[config.mk]
export PLATFORM = sky130hd
export DESIGN_NAME = rca_result_fifo
export DESIGN_NICKNAME = d
export VERILOG_FILES = /design/src/rtl/rca_result_fifo.sv
export SDC_FILE = /design/constraint.sdc
export NUM_CORES = 1
export LEC_CHECK = 0
export ABC_AREA = 1
export CAP_MARGIN = 10
export CORE_MARGIN = 2
export CORE_UTILIZATION = 40
export CTS_CLUSTER_DIAMETER = 200
export DETAILED_ROUTE_END_ITERATION = 10
export DONT_BUFFER_PORTS = 1
export REMOVE_ABC_BUFFERS = 1
export SETUP_SLACK_MARGIN = 0.1
export SLEW_MARGIN = 20
export SYNTH_ARGS = -nofsm -noshare
export SYNTH_HDL_FRONTEND = slang
export SYNTH_SLANG_ARGS = --single-unit
[constraint.sdc]
create_clock -name i_clk -period 2.4 [get_ports i_clk]
set_clock_uncertainty 0.1 [all_clocks]
set_input_delay 0.48 -clock i_clk [delete_from_list [all_inputs] [get_ports i_clk]]
set_output_delay 0.48 -clock i_clk [all_outputs]
set_load 0.01 [all_outputs]
[src/rtl/rca_result_fifo.sv]
// rtl/rca_result_fifo.sv - registered capture FIFO for ripple-carry adder results
//
// Purpose:
//   Samples each operand pair and WIDTH+1-bit adder sum under a valid/ready
//   handshake, buffers the sums in a DEPTH-entry FIFO and counts accepted
//   sums whose carry-out (MSB) is set, saturating at 2^CNT_W-1.
//
// Optional feature (macro RCA_RESULT_CHECK_EN):
//   When defined, each accepted sum is compared against a behavioural
//   reference adder built from the operands; any difference sets the sticky
//   o_mismatch flag until reset. When undefined, the operands are unused and
//   o_mismatch is tied to 0.
//
// Ports:
//   i_clk        clock, rising edge
//   i_rst        synchronous reset, active-high
//   i_valid      upstream operands and sum valid
//   o_ready      stage can accept (FIFO not full, not in reset)
//   i_add_term1  operand A
//   i_add_term2  operand B
//   i_result     adder sum for the operands (MSB is carry-out)
//   o_valid      head entry available
//   i_ready      downstream consumes the head entry
//   o_result     head entry sum (0 when empty)
//   o_level      occupancy, 0..DEPTH
//   o_carry_cnt  accepted sums with carry-out set, saturating
//   o_mismatch   sticky self-check error

module rca_result_fifo #(
  parameter int WIDTH = 17,
  parameter int DEPTH = 4,
  parameter int CNT_W = 16
) (
  input  logic                     i_clk,
  input  logic                     i_rst,
  input  logic                     i_valid,
  output logic                     o_ready,
  input  logic [WIDTH-1:0]         i_add_term1,
  input  logic [WIDTH-1:0]         i_add_term2,
  input  logic [WIDTH:0]           i_result,
  output logic                     o_valid,
  input  logic                     i_ready,
  output logic [WIDTH:0]           o_result,
  output logic [$clog2(DEPTH):0]   o_level,
  output logic [CNT_W-1:0]         o_carry_cnt,
  output logic                     o_mismatch
);

  localparam int AW = $clog2(DEPTH);
  localparam int LW = AW + 1;
  localparam logic [LW-1:0] FULL = LW'(DEPTH);

  logic [WIDTH:0]   mem [DEPTH];
  logic [AW-1:0]    rd_ptr;
  logic [AW-1:0]    wr_ptr;
  logic [LW-1:0]    level;
  logic [CNT_W-1:0] carry_cnt;
  logic             push;
  logic             pop;

  // Ready depends only on registered occupancy and reset, never on i_ready,
  // so a full FIFO refuses a push even when it is popped in the same cycle.
  assign o_ready = !i_rst && (level != FULL);
  assign o_valid = (level != '0);
  assign o_result = o_valid ? mem[rd_ptr] : '0;
  assign o_level = level;
  assign o_carry_cnt = carry_cnt;

  assign push = i_valid && o_ready;
  assign pop  = o_valid && i_ready;

  always_ff @(posedge i_clk) begin
    if (i_rst) begin
      rd_ptr    <= '0;
      wr_ptr    <= '0;
      level     <= '0;
      carry_cnt <= '0;
    end else begin
      if (push) wr_ptr <= wr_ptr + 1'b1;
      if (pop)  rd_ptr <= rd_ptr + 1'b1;
      case ({push, pop})
        2'b10:   level <= level + 1'b1;
        2'b01:   level <= level - 1'b1;
        default: level <= level;
      endcase
      if (push && i_result[WIDTH] && (carry_cnt != '1))
        carry_cnt <= carry_cnt + 1'b1;
    end
  end

  // Storage is not reset; entries are only visible once the level covers them.
  always_ff @(posedge i_clk) begin
    if (push) mem[wr_ptr] <= i_result;
  end

`ifdef RCA_RESULT_CHECK_EN
  logic [WIDTH:0] ref_sum;
  logic           mismatch;

  assign ref_sum = {1'b0, i_add_term1} + {1'b0, i_add_term2};

  always_ff @(posedge i_clk) begin
    if (i_rst)
      mismatch <= 1'b0;
    else if (push && (ref_sum != i_result))
      mismatch <= 1'b1;
  end

  assign o_mismatch = mismatch;
`else
  logic unused_terms;
  assign unused_terms = ^{i_add_term1, i_add_term2};
  assign o_mismatch = 1'b0;
`endif

endmodule
==> impl_summary.txt <==
----------------------------------------------------
[Synth]
  Flip-flop and latch count after synthesis ... 97
  Number of distinct standard cells referenced by the synthesized netlist ... 28
  Average instance area after synthesis ... 9.96 sq um
  Share of cell area taken by muxes after synthesis ... 0%
  Simple-gate share of the synthesized area ... 18.1%
  Synth warnings ... 0
  Sequential fraction of the synthesis area ... 63.4%
  Xor and xnor fraction of the mapped netlist area ... 1.46%
  Mapped Area ... 0.00420 sq mm
  Compound-cell area share of the yosys netlist ... between 10% and 20%
  Largest family of logic cells by synthesized area ... simple AND/OR/NAND/NOR gates
  Adder-cell share of the synthesized area ... 2.26%
  Cell count after synthesis ... 422

[Run status]
  Result of the run ... finished, final reports clean

[Worst setup path]
  Crit start category ... flip-flop
  Req. time, crit path ... roughly 1.8 ns
  Top fanout value on the critical path ... 15
  Critical setup path kind ... flip-flop to primary output
  Capturing element type of the critical path ... primary output
  Data arrival at the endpoint of the critical path ... 1.59 ns

[Drt]
  DR vias ... ~2800
  Detailed-route wire length ... 8330 microns
  DR DRC count ... 0
  Met2 wire length ... 4200 microns
  Detailed-routed wire length on met3 ... around 550 microns
  Detail Route Antenna Nets ... 0
  Highest metal layer with signal wires ... met4
  Per-cell routed wire length ... between 10 and 15 microns
  Number of vias per cell after detailed routing ... a little under 5
  Wire length on met1 ... approximately 3500 microns
  DRT iter0 DRCs ... between 100 and 150
  Detailed-routing iteration count for the pre-antenna-repair pass ... 4

[Cells and area]
  Diode insertion count for antenna repair ... 0
  Final std cells w/o fill ... 582
  Syn-to-layout area delta ... 11.4%
  Layout net count ... 504
  Share of post-route cells with drive strength above 1 ... 13.9%
  Final Util ... a little under half

[Timing]
  Final critical path time including I/O delays and setup ... about 2.2 ns
  Fmax ... 461 MHz
  Count of endpoints failing hold in the final timing report ... 0
  Setup repair after global routing missed its margin ... no
  Final worst-path cycle share ... 90.4%
  Final count of pins violating max slew ... 0
  Endpoints failing setup ... 0

[Clock network]
  Worst-path clk slew ... around 0.09 ns
  Hold_buf cts ... 0
  Later-pin clock latency in the skew report ... 0.35 ns
  Number of buffers created by CTS ... 9
  Clock Path Buffers ... 2
  CTS sink cnt ... 97
  CTS tree ... yes
  Max H-tree Level ... 3
  Buffer type at the clock tree root ... sky130_fd_sc_hd__clkbuf_8

[Pwr]
  Fraction of power spent switching nets ... 33.4%
  Power density over the cells ... 850 mW/mm^2
  Internal power of the cells ... roughly 0.0027 W
  Combinational cell fraction of total power ... 25.6%
  Clock power share ... 24.6%
  Static Leak ... 1.69 nW
  Net Sw Power ... 0.00133 W
  Max IR drop VDD ... 0.509 mV
  Seq pwr share ... 49.7%

[Placement]
  DP Wirelength ... 5270 microns
  Number of buffer cells added on primary ports ... 0
  Routability-driven placement congestion ratio ... 0.834
  Placed Cells ... about 570

[Global routing]
  Largest net degree at the start of global routing ... 37
  Via count of the first global-routing pass ... 2716
  First-pass GRT wire length ... 13200 microns
  GR Overflow Total ... 0
  Antenna violations before repair ... 0
  Aggregate global-route resource usage ... 15.2%

[Die]
  Die Outline Area ... about 0.011 sq mm
  I/O pin count ... 96
  Starting utilization of the core area ... 40.9%
  Core Rows ... 37
  Core Footprint ... 0.0103 sq mm
  Die W ... 107 microns
  Die Span Y ... 107 microns

[Run]
  Count of max-cap constraint violations ... 0

[Worst hold path]
  Worst min-delay path category ... input pin to flip-flop

----------------------------------------------------
==> registers in the layout (all words and copies together) (netlist names), named ones only <==
register / flops
mem: 72
o_carry_cnt: 16
o_level: 3
rd_ptr: 2
wr_ptr: 2
==> timing repair <==
item                       in CTS  in global routing
setup endpoints to repair       2                 19
setup buffers                   0                  0
resized for setup               1                  9
pin swaps                       0                  0
==> cell usage in the layout (no fill, tap or decap), types with 9 or more instances in the layout <==
master,Yosys,routed
sky130_fd_sc_hd__a21oi_1,32,32
sky130_fd_sc_hd__dfxtp_1,25,21
sky130_fd_sc_hd__nor2_1,115,111
sky130_fd_sc_hd__nand2_1,43,42
sky130_fd_sc_hd__inv_1,25,25
sky130_fd_sc_hd__o21ai_0,51,50
sky130_fd_sc_hd__edfxtp_1,72,72
sky130_fd_sc_hd__buf_4,3,21
sky130_fd_sc_hd__clkbuf_8,0,9
==> cell families after synthesis <==
family	Yosys count
compound gates	86
xor+xnor	7
fa+ha+maj	7
buf+inv	44
flops	97
other cells	1
simple gates	180
==> power groups by stage <==
stage	logic, W	registers [W]	clock network [W]
after floorplan	0.000563	0.00203	0
final	0.00102	0.00198	0.000981
after global placement	0.000975	0.00201	0
after detailed placement	0.000995	0.00201	0
after global routing	0.00114	0.00199	0.00108
after CTS	0.00100	0.00197	0.00102
==> layer usage <==
metal	vias up	track usage [%]
met5	-	0
met4	0	3.43
met3	5	6.19
met2	63	26.7
met1	1321	17.4
li1	1451	-
==> final cells by class <==
cell class,instances,area [sq um]
clock buffer,9,124
clock inverter,7,60.1
fill,1006,5600
inverter,29,111
multi-input combinational,281,1370
sequential,97,2670
tap,136,170
timing repair buffer,23,180
==> metrics by stage <==
stage / area [sq um] / hold WS (ns) / setup WS (ns) / TNS, ns / total power [W]
after floorplan: 4120 / 0.344 / -0.00426 / -0.306 / 0.00259
after global placement: 4480 / 0.354 / 0.191 / 0 / 0.00298
after detailed placement: 4480 / 0.362 / 0.151 / 0 / 0.00301
after CTS: 4660 / 0.0564 / 0.104 / 0 / 0.00399
after global routing: 4680 / 0.0499 / 0.106 / 0 / 0.00421
final: 4680 / 0.0791 / 0.231 / 0 / 0.00398
==> synthesized netlist by cell type, drive strengths merged <==
master	count	share of area, %
nand4	5	1.1
xor2	3	0.63
xnor2	4	0.83
clkbuf	6	0.54
conb	1	0.089
buf	9	1.4
ha	6	1.8
a21oi	32	3.8
clkinv	1	0.089
edfxtp	72	51
nand2	45	4.3
nand3	8	1.1
o21ai	54	6.4
dfxtp	25	12
nor2	122	12
fa	1	0.48
inv	28	2.5
==> critical path, cell delays in order (launching register included) <==
cell	delay [ns]
sky130_fd_sc_hd__dfxtp_1	0.35
sky130_fd_sc_hd__clkinv_1	0.13
sky130_fd_sc_hd__buf_4	0.24
sky130_fd_sc_hd__nor2_1	0.11
sky130_fd_sc_hd__o21ai_0	0.08
sky130_fd_sc_hd__a21oi_1	0.19
sky130_fd_sc_hd__buf_4	0.15
==> path summary, 6_finish.rpt <==
path	startpoint	depth (start not counted)	slack, ns	endpoint
worst max-delay path	flip-flop	6	0.23	o_result[17]
worst min-delay path	i_rst	1	0.08	o_level[1]$_SDFFE_PP0P_
worst max register to register	o_level[0]$_SDFFE_PP0P_	10	0.34	o_level[2]$_SDFFE_PP0P_
worst min register to register	rd_ptr[1]$_SDFFE_PP0P_	2	0.37	rd_ptr[1]$_SDFFE_PP0P_
No activity file was read; power rests on OpenSTA's default activity.
